## src/rtl/div_pkg.sv

```systemverilog
// rtl/div_pkg.sv - shared constants for the sequential divider
package div_pkg;
    localparam int DIV_WIDTH = 32;

    localparam logic [1:0] S_IDLE = 2'd0;
    localparam logic [1:0] S_RUN  = 2'd1;
    localparam logic [1:0] S_DONE = 2'd2;
endpackage

```

## src/rtl/AdderAndSubtractor_32bit.sv

```systemverilog
// rtl/AdderAndSubtractor_32bit.sv - ripple add/subtract, Cin=1 selects A-B
module AdderAndSubtractor_32bit #(
    parameter int W = 32
) (
    input  logic [W-1:0] A,
    input  logic [W-1:0] B,
    input  logic         Cin,
    output logic [W-1:0] S,
    output logic         Cout
);
    logic [W-1:0] b_eff;

    assign b_eff     = B ^ {W{Cin}};
    assign {Cout, S} = {1'b0, A} + {1'b0, b_eff} + {{W{1'b0}}, Cin};
endmodule

```

## src/rtl/div_step.sv

```systemverilog
// rtl/div_step.sv - one combinational restoring-division step
module div_step #(
    parameter int WIDTH = 32
) (
    input  logic [WIDTH-1:0] rem,
    input  logic [WIDTH-1:0] quo,
    input  logic [WIDTH-1:0] divisor,
    output logic [WIDTH-1:0] rem_next,
    output logic [WIDTH-1:0] quo_next
);
    logic [WIDTH-1:0] rem_sh;
    logic [WIDTH-1:0] diff;
    logic             cout;
    logic             no_borrow;

    assign rem_sh = {rem[WIDTH-2:0], quo[WIDTH-1]};

    AdderAndSubtractor_32bit #(.W(WIDTH)) u_sub (
        .A    (rem_sh),
        .B    (divisor),
        .Cin  (1'b1),
        .S    (diff),
        .Cout (cout)
    );

    // A set bit shifted out of rem makes the shifted value exceed any divisor,
    // so it counts as no-borrow; the low WIDTH bits of diff are then exact.
    assign no_borrow = rem[WIDTH-1] | cout;
    assign rem_next  = no_borrow ? diff : rem_sh;
    assign quo_next  = {quo[WIDTH-2:0], no_borrow};
endmodule

```

## src/rtl/div_sequencer.sv

```systemverilog
// rtl/div_sequencer.sv - multi-cycle unsigned divider with start/busy/done handshake
module div_sequencer
    import div_pkg::*;
#(
    parameter int WIDTH = DIV_WIDTH,
    parameter int CNT_W = 6
) (
    input  logic               clk,
    input  logic               reset,
    input  logic               start,
    input  logic [WIDTH-1:0]   A,
    input  logic [WIDTH-1:0]   B,
    output logic               busy,
    output logic               done,
    output logic               div_zero,
    output logic [2*WIDTH-1:0] Out
);
    localparam logic [CNT_W-1:0] LAST = CNT_W'(WIDTH - 1);

    logic [1:0]       state;
    logic [CNT_W-1:0] counter;
    logic [WIDTH-1:0] quo_r;
    logic [WIDTH-1:0] rem_r;
    logic [WIDTH-1:0] div_r;
    logic [WIDTH-1:0] rem_next;
    logic [WIDTH-1:0] quo_next;

    div_step #(.WIDTH(WIDTH)) u_step (
        .rem      (rem_r),
        .quo      (quo_r),
        .divisor  (div_r),
        .rem_next (rem_next),
        .quo_next (quo_next)
    );

    always_ff @(posedge clk) begin
        if (reset) begin
            state    <= S_IDLE;
            counter  <= '0;
            quo_r    <= '0;
            rem_r    <= '0;
            div_r    <= '0;
            div_zero <= 1'b0;
            Out      <= '0;
        end else begin
            case (state)
                S_IDLE, S_DONE: begin
                    if (start) begin
                        quo_r   <= A;
                        div_r   <= B;
                        rem_r   <= '0;
                        counter <= '0;
                        if (B == '0) begin
                            state    <= S_DONE;
                            div_zero <= 1'b1;
                            Out      <= {A, {WIDTH{1'b1}}};
                        end else begin
                            state    <= S_RUN;
                            div_zero <= 1'b0;
                        end
                    end else begin
                        state <= S_IDLE;
                    end
                end
                S_RUN: begin
                    rem_r   <= rem_next;
                    quo_r   <= quo_next;
                    counter <= counter + CNT_W'(1);
                    if (counter == LAST) begin
                        state <= S_DONE;
                        Out   <= {rem_next, quo_next};
                    end
                end
                default: state <= S_IDLE;
            endcase
        end
    end

    assign busy = (state == S_RUN);
    assign done = (state == S_DONE);
endmodule

```

## config.mk

```make
export PLATFORM = sky130hd
export DESIGN_NAME = div_sequencer
export DESIGN_NICKNAME = d
export VERILOG_FILES = /design/src/rtl/div_pkg.sv /design/src/rtl/AdderAndSubtractor_32bit.sv /design/src/rtl/div_step.sv /design/src/rtl/div_sequencer.sv
export SDC_FILE = /design/constraint.sdc
export NUM_CORES = 1
export LEC_CHECK = 0
export BUFFER_PORTS_ARGS = -buffer_cell sky130_fd_sc_hd__clkbuf_2
export CORE_AREA = 4 4 216 134
export CTS_CLUSTER_SIZE = 24
export DETAILED_ROUTE_END_ITERATION = 10
export DIE_AREA = 0 0 220 138
export HOLD_SLACK_MARGIN = 0.02
export PLACE_DENSITY = 0.64
export SLEW_MARGIN = 20
export SYNTH_ARGS = -nofsm -noshare
export SYNTH_HDL_FRONTEND = slang
export SYNTH_HIERARCHICAL = 1
export SYNTH_SLANG_ARGS = --single-unit
```

## constraint.sdc

```tcl
create_clock -name clk -period 8.74 [get_ports clk]
set_input_delay 1.748 -clock clk [delete_from_list [all_inputs] [get_ports clk]]
set_output_delay 1.748 -clock clk [all_outputs]
set_load 0.02 [all_outputs]
```

After elaboration in Yosys (flattened, before gate mapping)
Index checks and enable logic that the tools add are counted.
{"block": "classes", "add_sub_neg": 3, "eq_ne": 6, "n_mux": 16, "bitwise_logic": 2, "reduce_logical": 7}
{"op": "two-way mux 64 bit", "n": 3}
{"op": "case mux 32 bit (2 select lines)", "n": 2}
{"op": "case mux 64 bit (2 select lines)", "n": 1}
{"op": "two-way mux 32 bit", "n": 3}
{"op": "adder 32 x 32 -> 33 bit", "n": 1}
{"op": "adder 33 x 1 -> 33 bit (second input constant)", "n": 1}
{"op": "logical NOT 32 bit", "n": 1}
{"op": "NOT 32 bit", "n": 1}
{"op": "case mux 6 bit (2 select lines)", "n": 1}
{"op": "adder 6 x 1 -> 6 bit (second input constant)", "n": 1}
{"op": "equality test 6 x 5 -> 1 bit (second input constant)", "n": 1}
{"op": "two-way mux 2 bit", "n": 3}
{"op": "two-way mux 6 bit", "n": 1}
{"op": "!= test 2 bit (second input constant)", "n": 2}
{"op": "case mux 2 bit (2 select lines)", "n": 1}
{"op": "AND reduction 2 bit", "n": 2}
{"op": "AND reduction 4 bit", "n": 1}
{"op": "equality test 2 x 1 -> 1 bit (second input constant)", "n": 1}
{"op": "equality test 2 bit (second input constant)", "n": 1}
{"op": "logical NOT 2 bit", "n": 1}
{"op": "!= test 2 x 1 -> 1 bit (second input constant)", "n": 1}
{"op": "nonzero test 2 bit", "n": 1}
{"op": "OR reduction 2 bit", "n": 1}
{"op": "two-way mux 1 bit", "n": 1}
{"op": "OR 1 bit", "n": 1}
{"block": "word_totals", "reg_bits": 169, "inputBits": 67, "out_inout_bits": 67}

Depth between registers and ports, before layout
Gate-level depths: netlist of the first run.
{"block": "logic_depth", "word_depth": 7, "ltp_mapped": 19, "depth_no_buf": 16}

Modules after synthesis
Netlist of the first run, hierarchy kept.
{"mod": "div_sequencer", "n_inst": 1, "cells_each": 967, "area_per_inst_um2": 7838.8, "seq_area_each_um2": 3383.2}
{"mod": "AdderAndSubtractor_32bit", "n_inst": 1, "cells_each": 294, "area_per_inst_um2": 2132.0, "seq_area_each_um2": 0.0}
{"mod": "div_step", "n_inst": 1, "cells_each": 70, "area_per_inst_um2": 660.6, "seq_area_each_um2": 0.0}

Least setup slack after synthesis of the first run
OpenSTA, ideal clock, no wires.
{"block": "synth_path", "path_kind": "register to register", "startpoint": "register div_r[13]", "endpoint": "register Out[61]", "setup_ns": 0.132, "arrival_ns": 3.130, "t_required_ns": 8.608, "slack_ns": 5.478, "stages_incl_launch_ff": 16, "path_buffers": 1, "synth_period_minus_slack_ns": 3.262, "cell_sequence": "dfxtp_1 > xor2_1 > ha_1 > a21o_1 > a31oi_1 > o32ai_1 > or3_1 > a21oi_1 > o21ai_1 > a21o_1 > nor2_4 > buf_6 > mux2_2 > mux2_2 > nand4_1 > a31oi_1"}
{"block": "synth_via", "elab_chain_len": 7}
{"element": "start, declared", "line_no": "div_sequencer.sv:24", "source": "logic [WIDTH-1:0] div_r;"}
{"element": "start signal, assigned", "line_no": "div_sequencer.sv:42", "source": "div_r <= '0;"}
{"element": "start signal, assigned", "line_no": "div_sequencer.sv:50", "source": "div_r <= B;"}
{"element": "NOT 32 bit (no line)"}
{"element": "adder 32 x 32 -> 33 bit", "line_no": "AdderAndSubtractor_32bit.sv:14", "source": "assign {Cout, S} = {1'b0, A} + {1'b0, b_eff} + {{W{1'b0}}, Cin};"}
{"element": "adder 33 x 1 -> 33 bit", "line_no": "AdderAndSubtractor_32bit.sv:14"}
{"element": "via u_step.cout", "line_no": "div_step.sv:13", "source": "logic cout;"}
{"element": "OR 1 bit", "line_no": "div_step.sv:28", "source": "assign no_borrow = rem[WIDTH-1] | cout;"}
{"element": "two-way mux 32 bit", "line_no": "div_step.sv:29", "source": "assign rem_next = no_borrow ? diff : rem_sh;"}
{"element": "via rem_next[29]", "line_no": "div_sequencer.sv:25", "source": "logic [WIDTH-1:0] rem_next;"}
{"element": "two-way mux 64 bit", "line_no": "div_sequencer.sv:69", "source": "if (counter == LAST) begin"}
{"element": "case mux 64 bit (2 select lines)", "line_no": "div_sequencer.sv:46", "source": "case (state)"}
{"element": "end signal, assigned", "line_no": "div_sequencer.sv:56", "source": "Out <= {A, {WIDTH{1'b1}}};"}
{"element": "end signal, assigned", "line_no": "div_sequencer.sv:71", "source": "Out <= {rem_next, quo_next};"}
{"element": "end, declared", "line_no": "div_sequencer.sv:16", "source": "output logic [2*WIDTH-1:0] Out"}
The timed path passes the listed nets, and every way through them passes these cells. The select of a mux whose other input is x is not followed.
A chain may end at the register's enable or synchronous reset.

Final worst setup path of the first run
{"block": "layout_path", "startpoint": "register div_r[0]", "endpoint": "register Out[32]"}
Same word-level chain as after synthesis.

==> results of run 1 <==
## per-stage QoR
stage | utilization, % | total power, mW | worst slack, ps | instances
floorplan | - | 1.08 | 5480 | 1331
global placement | 41.0 | 1.14 | 4550 | 1696
detailed placement | 41.0 | 1.14 | 4410 | 1696
CTS | 43.0 | 1.88 | 4400 | 1728
global route | 43.3 | 1.95 | 4110 | 1730
finish | 43.3 | 1.88 | 4330 | 1730
## cells in the final DEF, fill, tap and decap left out, types with 7 or more instances in the layout
| master | n |
|---|---|
| a211oi_1 | 34 |
| a21o_1 | 16 |
| a21oi_1 | 68 |
| a22oi_1 | 34 |
| a311oi_1 | 33 |
| a31oi_1 | 70 |
| buf_4 | 15 |
| clkbuf_16 | 17 |
| clkbuf_2 | 132 |
| dfxtp_1 | 168 |
| ha_1 | 35 |
| inv_1 | 40 |
| mux2_2 | 63 |
| nand2_1 | 154 |
| nand3_1 | 7 |
| nand4_1 | 41 |
| nor2_1 | 131 |
| nor2b_1 | 36 |
| nor3_1 | 34 |
| nor4_1 | 10 |
| o21ai_0 | 48 |
| o21ai_1 | 8 |
| o221ai_1 | 32 |
| xnor2_1 | 17 |
| xor2_1 | 43 |
## metal layers
| metal | vias up | wire length [µm] | part of all wire [%] | global-route usage, % |
|---|---|---|---|---|
| met3 | 33 | 2690 | 7.8 | 5.48 |
| met5 | - | 0 | 0 | 0 |
| met2 | 412 | 14700 | 43 | 32.1 |
| li1 | 4842 | - | - | - |
| met1 | 4899 | 16500 | 48 | 32.6 |
| met4 | 0 | 423 | 1.2 | 5.42 |
## power by group through the flow
stage | sequential (mW) | clock, mW | combinational (mW)
6_report | 0.829 | 0.739 | 0.308
5_1_grt | 0.833 | 0.778 | 0.339
4_1_cts | 0.829 | 0.749 | 0.300
3_5_place_dp | 0.846 | 0 | 0.299
3_3_place_gp | 0.846 | 0 | 0.297
2_1_floorplan | 0.844 | 0 | 0.233
## worst register-to-register path, cell delays in order, from the launching register on
cell	delay (ps)
dfxtp_1	370
mux2i_1	320
fa_1	270
nor2b_1	70
o2111a_1	270
o211ai_2	290
a21oi_1	190
a21oi_1	350
o21ai_1	150
a21o_1	220
nor2_4	840
mux2_2	480
mux2_2	270
nand4_1	90
a31oi_1	100
## cell families after synthesis
group | count (synthesis) | share of synthesized area (%)
buf+inv | 191 | 9.09
mux | 66 | 7.05
other cells | 1 | 0.0353
fa+ha+maj | 36 | 4.31
flops | 169 | 31.8
simple gates | 437 | 19.0
compound gates | 371 | 23.8
xor+xnor | 60 | 4.94
## cell type report
cell class	instances	area (µm²)
fill	2746	15400
multi-input combinational	971	6320
sequential	169	3380
timing repair buffer	149	828
clock buffer	24	482
tap	367	459
inverter	42	158
clock inverter	8	70.1
## worst max path at each step
| stage | startpoint | slack [ps] | cells past startpoint | to |
|---|---|---|---|---|
| 3_3_place_gp | div_r[13] | 4550 | 14 | Out[45] |
| 2_1_floorplan | div_r[13] | 5480 | 15 | Out[61] |
| 4_1_cts | div_r[0] | 4400 | 14 | Out[32] |
| 3_5_place_dp | div_r[0] | 4410 | 14 | Out[32] |
| 6_report | div_r[0] | 4330 | 14 | Out[32] |
| 5_1_grt | div_r[0] | 4110 | 14 | Out[34] |
## registers in the layout, summed over array words and instances, names as in the netlist
register  cells
rem_r        32
counter       6
Out          64
div_r        32
quo_r        32
div_zero      1
state         2
==> results.sh, run 1 <==
export IMPL_status="complete, no violations"
export IMPL_cts_made_buffers=17
export IMPL_yosys_register_bits=169
export IMPL_drc=0
export IMPL_initial_core_util_pct=39.3
export IMPL_cts_reportedPaths_clkPinSlew_ps=70
export IMPL_syn_avg_cell_area_um2=7.99
export IMPL_min_period_ps=4410
export IMPL_grt_antenna_before_repair=0
export IMPL_min_path_cells=2
export IMPL_viasPerCell=5.89
export IMPL_startpoint_type="flip-flop"
export IMPL_crit_arrival_ps=4730
export IMPL_async_flop_share_pct=0
export IMPL_die_height_um=138
export IMPL_seqPwrFrac_pct=44.2
export IMPL_drv_cap=0
export IMPL_grt_pass1_vias=9606
export IMPL_htreeDepth=4
export IMPL_finalNetCount=1453
export IMPL_hold_start="div_zero"
export IMPL_grt_pass1_wl_mm=54.3
export IMPL_synth_cell_type_count=66
export IMPL_cts_tree="built"
export IMPL_clk_latency_ps=450
export IMPL_hold_violations=0
export IMPL_power_internal_mw=1.32
export IMPL_stdcell_area_um2=11700
export IMPL_syn_to_final_growth_pct=10.1
export IMPL_fp_coreArea_um2=27100
export IMPL_crit_chain="mux2i_1 -> fa_1 -> nor2b_1 -> o2111a_1 -> o211ai_2 -> a21oi_1 -> a21oi_1 -> o21ai_1 -> a21o_1 -> nor2_4 -> mux2_2 -> mux2_2 -> nand4_1 -> a31oi_1"
export IMPL_finClkSkew_ps=9.05
export IMPL_clockPowerShare_pct=39.4
export IMPL_ctsResizeCount=0
export IMPL_power_switching_mw=0.553
export IMPL_path_max_fanout=33
export IMPL_fmax_mhz=227
export IMPL_hold_worst_slack_ps=463
export IMPL_rsz0062_at_grt="no"
export IMPL_syn_instance_count=1331
export IMPL_clockBufferDepth=2
export IMPL_clockRootBuffer="clkbuf_16"
export IMPL_p_comb_share_pct=16.4
export IMPL_drt_initial_drc_count=1154
export IMPL_place_congestion=0.963
export IMPL_yosysSeqAreaShare_pct=31.8
export IMPL_vias=10186
export IMPL_synth_top_area_share_pct=31.8
export IMPL_cp_end_kind="flip-flop"
export IMPL_ys_flop_type="dfxtp_1"
export IMPL_slew_violations=0
export IMPL_avgRoutedWirePerCell_um=19.8
export IMPL_place_area_um2=11100
export IMPL_cts_hold_buf=0
export IMPL_std_cell_rows=47
export IMPL_synthTopCellsByArea="dfxtp_1, mux2_2, nand2_1"
export IMPL_dpl_hpwl_mm=22.5
export IMPL_p_leak_nw=4.59
export IMPL_regToRegStartpoint="div_r[0]"
export IMPL_setup_viol=0
export IMPL_reg2reg_depth=14
export IMPL_ioPinCount=134
export IMPL_grt_util_all_layers_pct=22.1
export IMPL_first_pass_iters=5
export IMPL_drt_wl_total_mm=34.3
export IMPL_slowest_delay_ps=840
export IMPL_diodes=0
export IMPL_io_buffers=133
export IMPL_cellPowerDensity_nw_per_um2=160
export IMPL_ff2ff_setup_slack_ps=4330
export IMPL_fp_dieW_um=220
export IMPL_drive_above_1_share_pct=19.4
export IMPL_synth_area_um2=10600
export IMPL_crit_buf_inv=0
export IMPL_ant_nets=0
export IMPL_grt_max_degree=102
export IMPL_overflow=0
export IMPL_yosys_warnings=6
export IMPL_min_path_type="reg -> reg"
export IMPL_required_ps=9060
export IMPL_die_area_um2=30400
export IMPL_yosys_area_top_type="dfxtp_1"
export IMPL_switching_share_pct=29.5
export IMPL_min_period_over_period_pct=50.5
export IMPL_syn_nets=1434
export IMPL_cts_sinks=169
export IMPL_slew_headroom_pct=26.8
export IMPL_ir_drop_mv=0.126
export IMPL_timing_rr_end="Out[32]"
export IMPL_cp_top_family="compound AO/OA/AOI/OAI gates"
export IMPL_tns_ps=0
export IMPL_worst_pin_slew_ps=1100
export IMPL_crit_type="reg -> reg"
export IMPL_crit_slowest_cell="nor2_4"
export IMPL_yosysMostFrequentCell="dfxtp_1"
export IMPL_synth_common_cells="dfxtp_1, nand2_1, nor2_1, a31oi_1, a21oi_1"
export IMPL_min_to="div_zero"
export IMPL_synth_edf_count=0
export IMPL_post_cts_repair_setup_buffers=0
Power figures use the tool's default switching activity.
==> run 2: changes to the inputs <==
- clock period: 8.74 -> 4.6 ns (I/O delays scaled with it)
==> run 2 against run 1 <==
  * Combinational power grew 88%
  * Routed wire length increased by 0.21%
  * Via count about the same
  * Worst setup slack worse by 4000 ps
  * Sequential power increased by 89%
  * Worst hold slack better by 5.5 ps
  * Flip-flop and latch count did not move
  * Fmax increased by 4.4%
==> results.sh, run 2 (same netlist as run 1, synthesis figures left out) <==
export IMPL_status="complete, no violations"
export IMPL_drc=0
export IMPL_rsz0062_at_grt="no"
export IMPL_regToRegStartpoint="div_r[0]"
export IMPL_first_pass_iters=5
export IMPL_ctsResizeCount=0
export IMPL_diodes=0
export IMPL_crit_buf_inv=1
export IMPL_required_ps=4890
export IMPL_htreeDepth=4
export IMPL_avgRoutedWirePerCell_um=19.9
export IMPL_cp_end_kind="flip-flop"
export IMPL_finalNetCount=1455
export IMPL_min_path_type="reg -> reg"
export IMPL_fmax_mhz=237
export IMPL_overflow=0
export IMPL_crit_arrival_ps=4510
export IMPL_slew_headroom_pct=25.8
export IMPL_cellPowerDensity_nw_per_um2=300
export IMPL_grt_antenna_before_repair=0
export IMPL_crit_slowest_cell="a21oi_1"
export IMPL_die_area_um2=30400
export IMPL_drive_above_1_share_pct=19.4
export IMPL_min_period_over_period_pct=91.8
export IMPL_dpl_hpwl_mm=23.1
export IMPL_largest_reg_flops=64
export IMPL_fp_coreArea_um2=27100
export IMPL_setup_viol=0
export IMPL_power_mw=3.50
export IMPL_hold_start="div_r[22]"
export IMPL_clockRootBuffer="clkbuf_16"
export IMPL_grt_max_degree=89
export IMPL_ant_nets=0
export IMPL_finClkSkew_ps=5.72
export IMPL_grt_util_all_layers_pct=22.0
export IMPL_clk_latency_ps=450
export IMPL_hold_worst_slack_ps=468
export IMPL_place_area_um2=11100
export IMPL_clockBufferDepth=2
export IMPL_stdcell_area_um2=11700
export IMPL_cts_made_buffers=17
export IMPL_initial_core_util_pct=39.3
export IMPL_final_cell_mix="dfxtp_1, nand2_1, clkbuf_2, nor2_1, a31oi_1"
export IMPL_path_max_fanout=18
export IMPL_worst_pin_slew_ps=1110
export IMPL_cts_tree="built"
export IMPL_die_height_um=138
export IMPL_drv_cap=0
export IMPL_crit_type="reg -> reg"
export IMPL_ioPinCount=134
export IMPL_syn_to_final_growth_pct=9.65
export IMPL_hold_violations=0
export IMPL_ir_drop_mv=0.215
export IMPL_setup_slack_ps=377
export IMPL_drt_wl_total_mm=34.4
export IMPL_layout_cells_non_filler=1731
export IMPL_slowest_delay_ps=470
export IMPL_viasPerCell=5.88
export IMPL_crit_chain="mux2i_1 -> fa_1 -> nor2b_1 -> o2111a_1 -> o211ai_2 -> a21oi_1 -> a21oi_1 -> o21ai_1 -> a21o_1 -> nor2_4 -> buf_12 -> mux2_2 -> mux2_2 -> nand4_1 -> a31oi_1"
export IMPL_cts_hold_buf=0
export IMPL_fill_cells=2776
export IMPL_std_cell_rows=47
export IMPL_placedCellCount=1700
export IMPL_post_route_util_pct=43.1
export IMPL_post_place_ws_ps=462
export IMPL_grt_pass1_wl_mm=54.1
export IMPL_drt_initial_drc_count=1047
export IMPL_post_cts_repair_setup_buffers=0
export IMPL_p_leak_nw=4.57
export IMPL_io_buffers=133
export IMPL_min_period_ps=4220
export IMPL_cts_sinks=169
export IMPL_grt_pass1_vias=9427
export IMPL_layout_commonest_cell="dfxtp_1"
export IMPL_place_congestion=0.896
export IMPL_fp_dieW_um=220
export IMPL_top_register="Out"
export IMPL_tns_ps=0
export IMPL_critPathLaunch="div_r[0]"
export IMPL_cts_reportedPaths_clkPinSlew_ps=70
export IMPL_slew_violations=0
export IMPL_startpoint_type="flip-flop"
export IMPL_cp_top_family="compound AO/OA/AOI/OAI gates"
export IMPL_vias=10184
==> run 2: worst register-to-register path, delay by kind of cell (launching register included) <==
kind | cells | cell delay, ps
buffers and inverters | 1 | 240
and+or+nand+nor | 3 | 600
AOI/OAI and AO/OA | 7 | 1620
DFF | 1 | 380
adders and majority gates | 1 | 270
muxes | 3 | 940
==> run 2: routing by layer <==
metal | vias to the layer above | GRT usage (%) | part of all wire (%)
li1 | 4837 | - | -
met1 | 4890 | 33.5 | 48
met2 | 412 | 31.7 | 42
met3 | 45 | 3.79 | 7.5
met4 | 0 | 6.24 | 2.0
met5 | - | 0 | 0
==> run 2: worst paths after layout <==
| path | end | slack [ps] | depth (start not counted) |
|---|---|---|---|
| min | div_r[22] | 470 | 2 |
| min reg2reg | div_r[22] | 470 | 2 |
| max reg2reg | Out[41] | 380 | 15 |
| max | Out[41] | 380 | 15 |
==> run 2: report_power, final <==
| part | leakage [nW] | switching [mW] | total [mW] | internal, mW |
|---|---|---|---|---|
| clock | 0.248 | 0.622 | 1.35 | 0.727 |
| combinational | 2.94 | 0.379 | 0.580 | 0.201 |
| sequential | 1.38 | 0.0490 | 1.57 | 1.53 |
==> run 2: final cells by class <==
type	count	area (µm²)	share of cell area, %
Sequential cell	169	3380	29.0
Inverter	42	158	1.35
Clock buffer	24	482	4.13
Multi-Input combinational cell	971	6310	54.2
Clock inverter	7	45.0	0.386
Timing Repair Buffer	151	816	7.00
Tap cell	367	459	3.94
==> run 3: changes to the inputs <==
- BUFFER_PORTS_ARGS: -buffer_cell sky130_fd_sc_hd__clkbuf_2 -> unset
- DONT_BUFFER_PORTS: unset -> 1
- PLACE_DENSITY: 0.64 -> 0.6
==> run 3 against run 2 <==
  * Combinational power is 17% lower
  * Critical endpoint is now Out[35]
  * Clock skew is 1.9 ps higher
  * First-iteration DRC count is 6.4% lower
  * Cell count is 7.7% lower
  * Via count is 5.7% lower
  * Critical path depth stayed put
==> results.sh, run 3 (same netlist as run 1, synthesis figures left out) <==
export IMPL_status="complete, no violations"
export IMPL_placedCellCount=1566
export IMPL_finClkSkew_ps=7.59
export IMPL_slew_headroom_pct=30.0
export IMPL_die_area_um2=30400
export IMPL_ff2ff_setup_slack_ps=400
export IMPL_ioPinCount=134
export IMPL_clockRootBuffer="clkbuf_16"
export IMPL_reg2reg_depth=15
export IMPL_post_cts_repair_setup_buffers=0
export IMPL_cts_tree="built"
export IMPL_hold_worst_slack_ps=466
export IMPL_area_sequential_um2=3380
export IMPL_overflow=0
export IMPL_layout_commonest_cell="dfxtp_1"
export IMPL_timing_rr_end="Out[35]"
export IMPL_grt_pass1_vias=9089
export IMPL_grt_util_all_layers_pct=22.3
export IMPL_htreeDepth=4
export IMPL_post_route_util_pct=41.1
export IMPL_vias=9601
export IMPL_cts_sinks=169
export IMPL_cellPowerDensity_nw_per_um2=328
export IMPL_p_leak_nw=4.04
export IMPL_die_height_um=138
export IMPL_drt_initial_drc_count=980
export IMPL_ant_nets=0
export IMPL_cts_made_buffers=17
export IMPL_place_area_um2=10500
export IMPL_ctsResizeCount=0
export IMPL_min_period_over_period_pct=91.4
export IMPL_io_buffers=0
export IMPL_slew_violations=0
export IMPL_worst_pin_slew_ps=1040
export IMPL_min_period_ps=4200
export IMPL_drc=0
export IMPL_cp_end_kind="flip-flop"
export IMPL_hold_violations=0
export IMPL_avgRoutedWirePerCell_um=21.6
export IMPL_grt_pass1_wl_mm=54.4
export IMPL_tns_ps=0
export IMPL_rsz0062_at_grt="no"
export IMPL_path_max_fanout=19
export IMPL_syn_to_final_growth_pct=4.51
export IMPL_crit_arrival_ps=4530
export IMPL_crit_type="reg -> reg"
export IMPL_crit_slowest_cell="a21oi_1"
export IMPL_required_ps=4930
export IMPL_stdcell_area_um2=11100
export IMPL_fp_dieW_um=220
export IMPL_multi_input_area_um2=6320
export IMPL_std_cell_rows=47
export IMPL_cp_top_family="compound AO/OA/AOI/OAI gates"
export IMPL_fmax_mhz=238
export IMPL_grt_max_degree=138
export IMPL_fp_coreArea_um2=27100
export IMPL_crit_buf_inv=1
export IMPL_regToRegStartpoint="div_r[0]"
export IMPL_drt_wl_total_mm=34.5
export IMPL_slowest_delay_ps=430
export IMPL_cts_hold_buf=0
export IMPL_min_path_cells=2
export IMPL_first_pass_iters=6
export IMPL_dpl_hpwl_mm=23.0
export IMPL_hold_start="div_r[2]"
export IMPL_crit_chain="mux2i_1 -> fa_1 -> nor2b_1 -> o2111a_1 -> o211ai_2 -> a21oi_1 -> a21oi_1 -> o21ai_1 -> a21o_1 -> nor2_4 -> buf_12 -> mux2_2 -> mux2_2 -> nand4_1 -> a31oi_1"
export IMPL_min_to="div_r[2]"
export IMPL_min_path_type="reg -> reg"
export IMPL_layout_cells_non_filler=1597
export IMPL_setup_viol=0
export IMPL_drv_cap=0
export IMPL_initial_core_util_pct=39.3
export IMPL_finalNetCount=1321
export IMPL_place_congestion=0.874
export IMPL_startpoint_type="flip-flop"
export IMPL_top_register="Out"
export IMPL_clockBufferDepth=2
export IMPL_fill_cells=2790
export IMPL_largest_reg_flops=64
export IMPL_diodes=0
export IMPL_grt_antenna_before_repair=1
export IMPL_final_cell_mix="dfxtp_1, nand2_1, nor2_1, a31oi_1, a21oi_1"
export IMPL_drive_above_1_share_pct=10.8
export IMPL_viasPerCell=6.01
export IMPL_clk_latency_ps=450
export IMPL_ir_drop_mv=0.164
export IMPL_cts_reportedPaths_clkPinSlew_ps=70
## run 3: changes by cell type in the layout (fill, tap and decap cells not counted), sizes merged
| cell | before | now |
|---|---|---|
| inv | 42 | 41 |
| buf | 19 | 17 |
| clkinv | 3 | 2 |
| clkbuf | 156 | 25 |
| bufinv | 0 | 3 |
| clkinvlp | 4 | 2 |
## run 3: worst max path at each step
stage               from      end  slack, ps  cells after the start
6_report        div_r[0]  Out[35]        400                     15
5_1_grt         div_r[0]  Out[38]         10                     15
4_1_cts         div_r[0]  Out[35]        390                     15
3_5_place_dp    div_r[0]  Out[35]        430                     15
3_3_place_gp    div_r[0]  Out[38]        490                     15
2_1_floorplan  div_r[13]  Out[61]       1340                     15
## run 3: layout make-up
class / instances / area share, %
Sequential cell: 169 / 30.5
Clock buffer: 25 / 4.64
Tap cell: 367 / 4.13
Inverter: 42 / 1.42
Timing Repair Buffer: 17 / 1.49
Clock inverter: 6 / 0.991
Multi-Input combinational cell: 971 / 56.9
## run 3: power breakdown
part | switching, mW | internal, mW
clock network | 0.629 | 0.938
registers | 0.0744 | 1.52
logic | 0.305 | 0.174
## run 3: worst min-delay path, cell delays in order, from the launching register on
cell,delay (ps)
dfxtp_1,320
nand2_1,50
a21oi_1,50
## run 3: per-layer routing
| layer | up-vias | track usage [%] | share of wire, % |
|---|---|---|---|
| met4 | 2 | 5.65 | 1.8 |
| met5 | - | 0 | 0.038 |
| met2 | 337 | 32.3 | 43 |
| met1 | 4641 | 32.3 | 47 |
| met3 | 45 | 6.75 | 8.1 |
| li1 | 4576 | - | - |
## run 3: metrics by stage
step	power, mW	worst slack [ps]
detailed placement	2.10	433
global route	3.79	10.0
CTS	3.67	388
finish	3.65	398
floorplan	2.05	1340
global placement	2.10	495
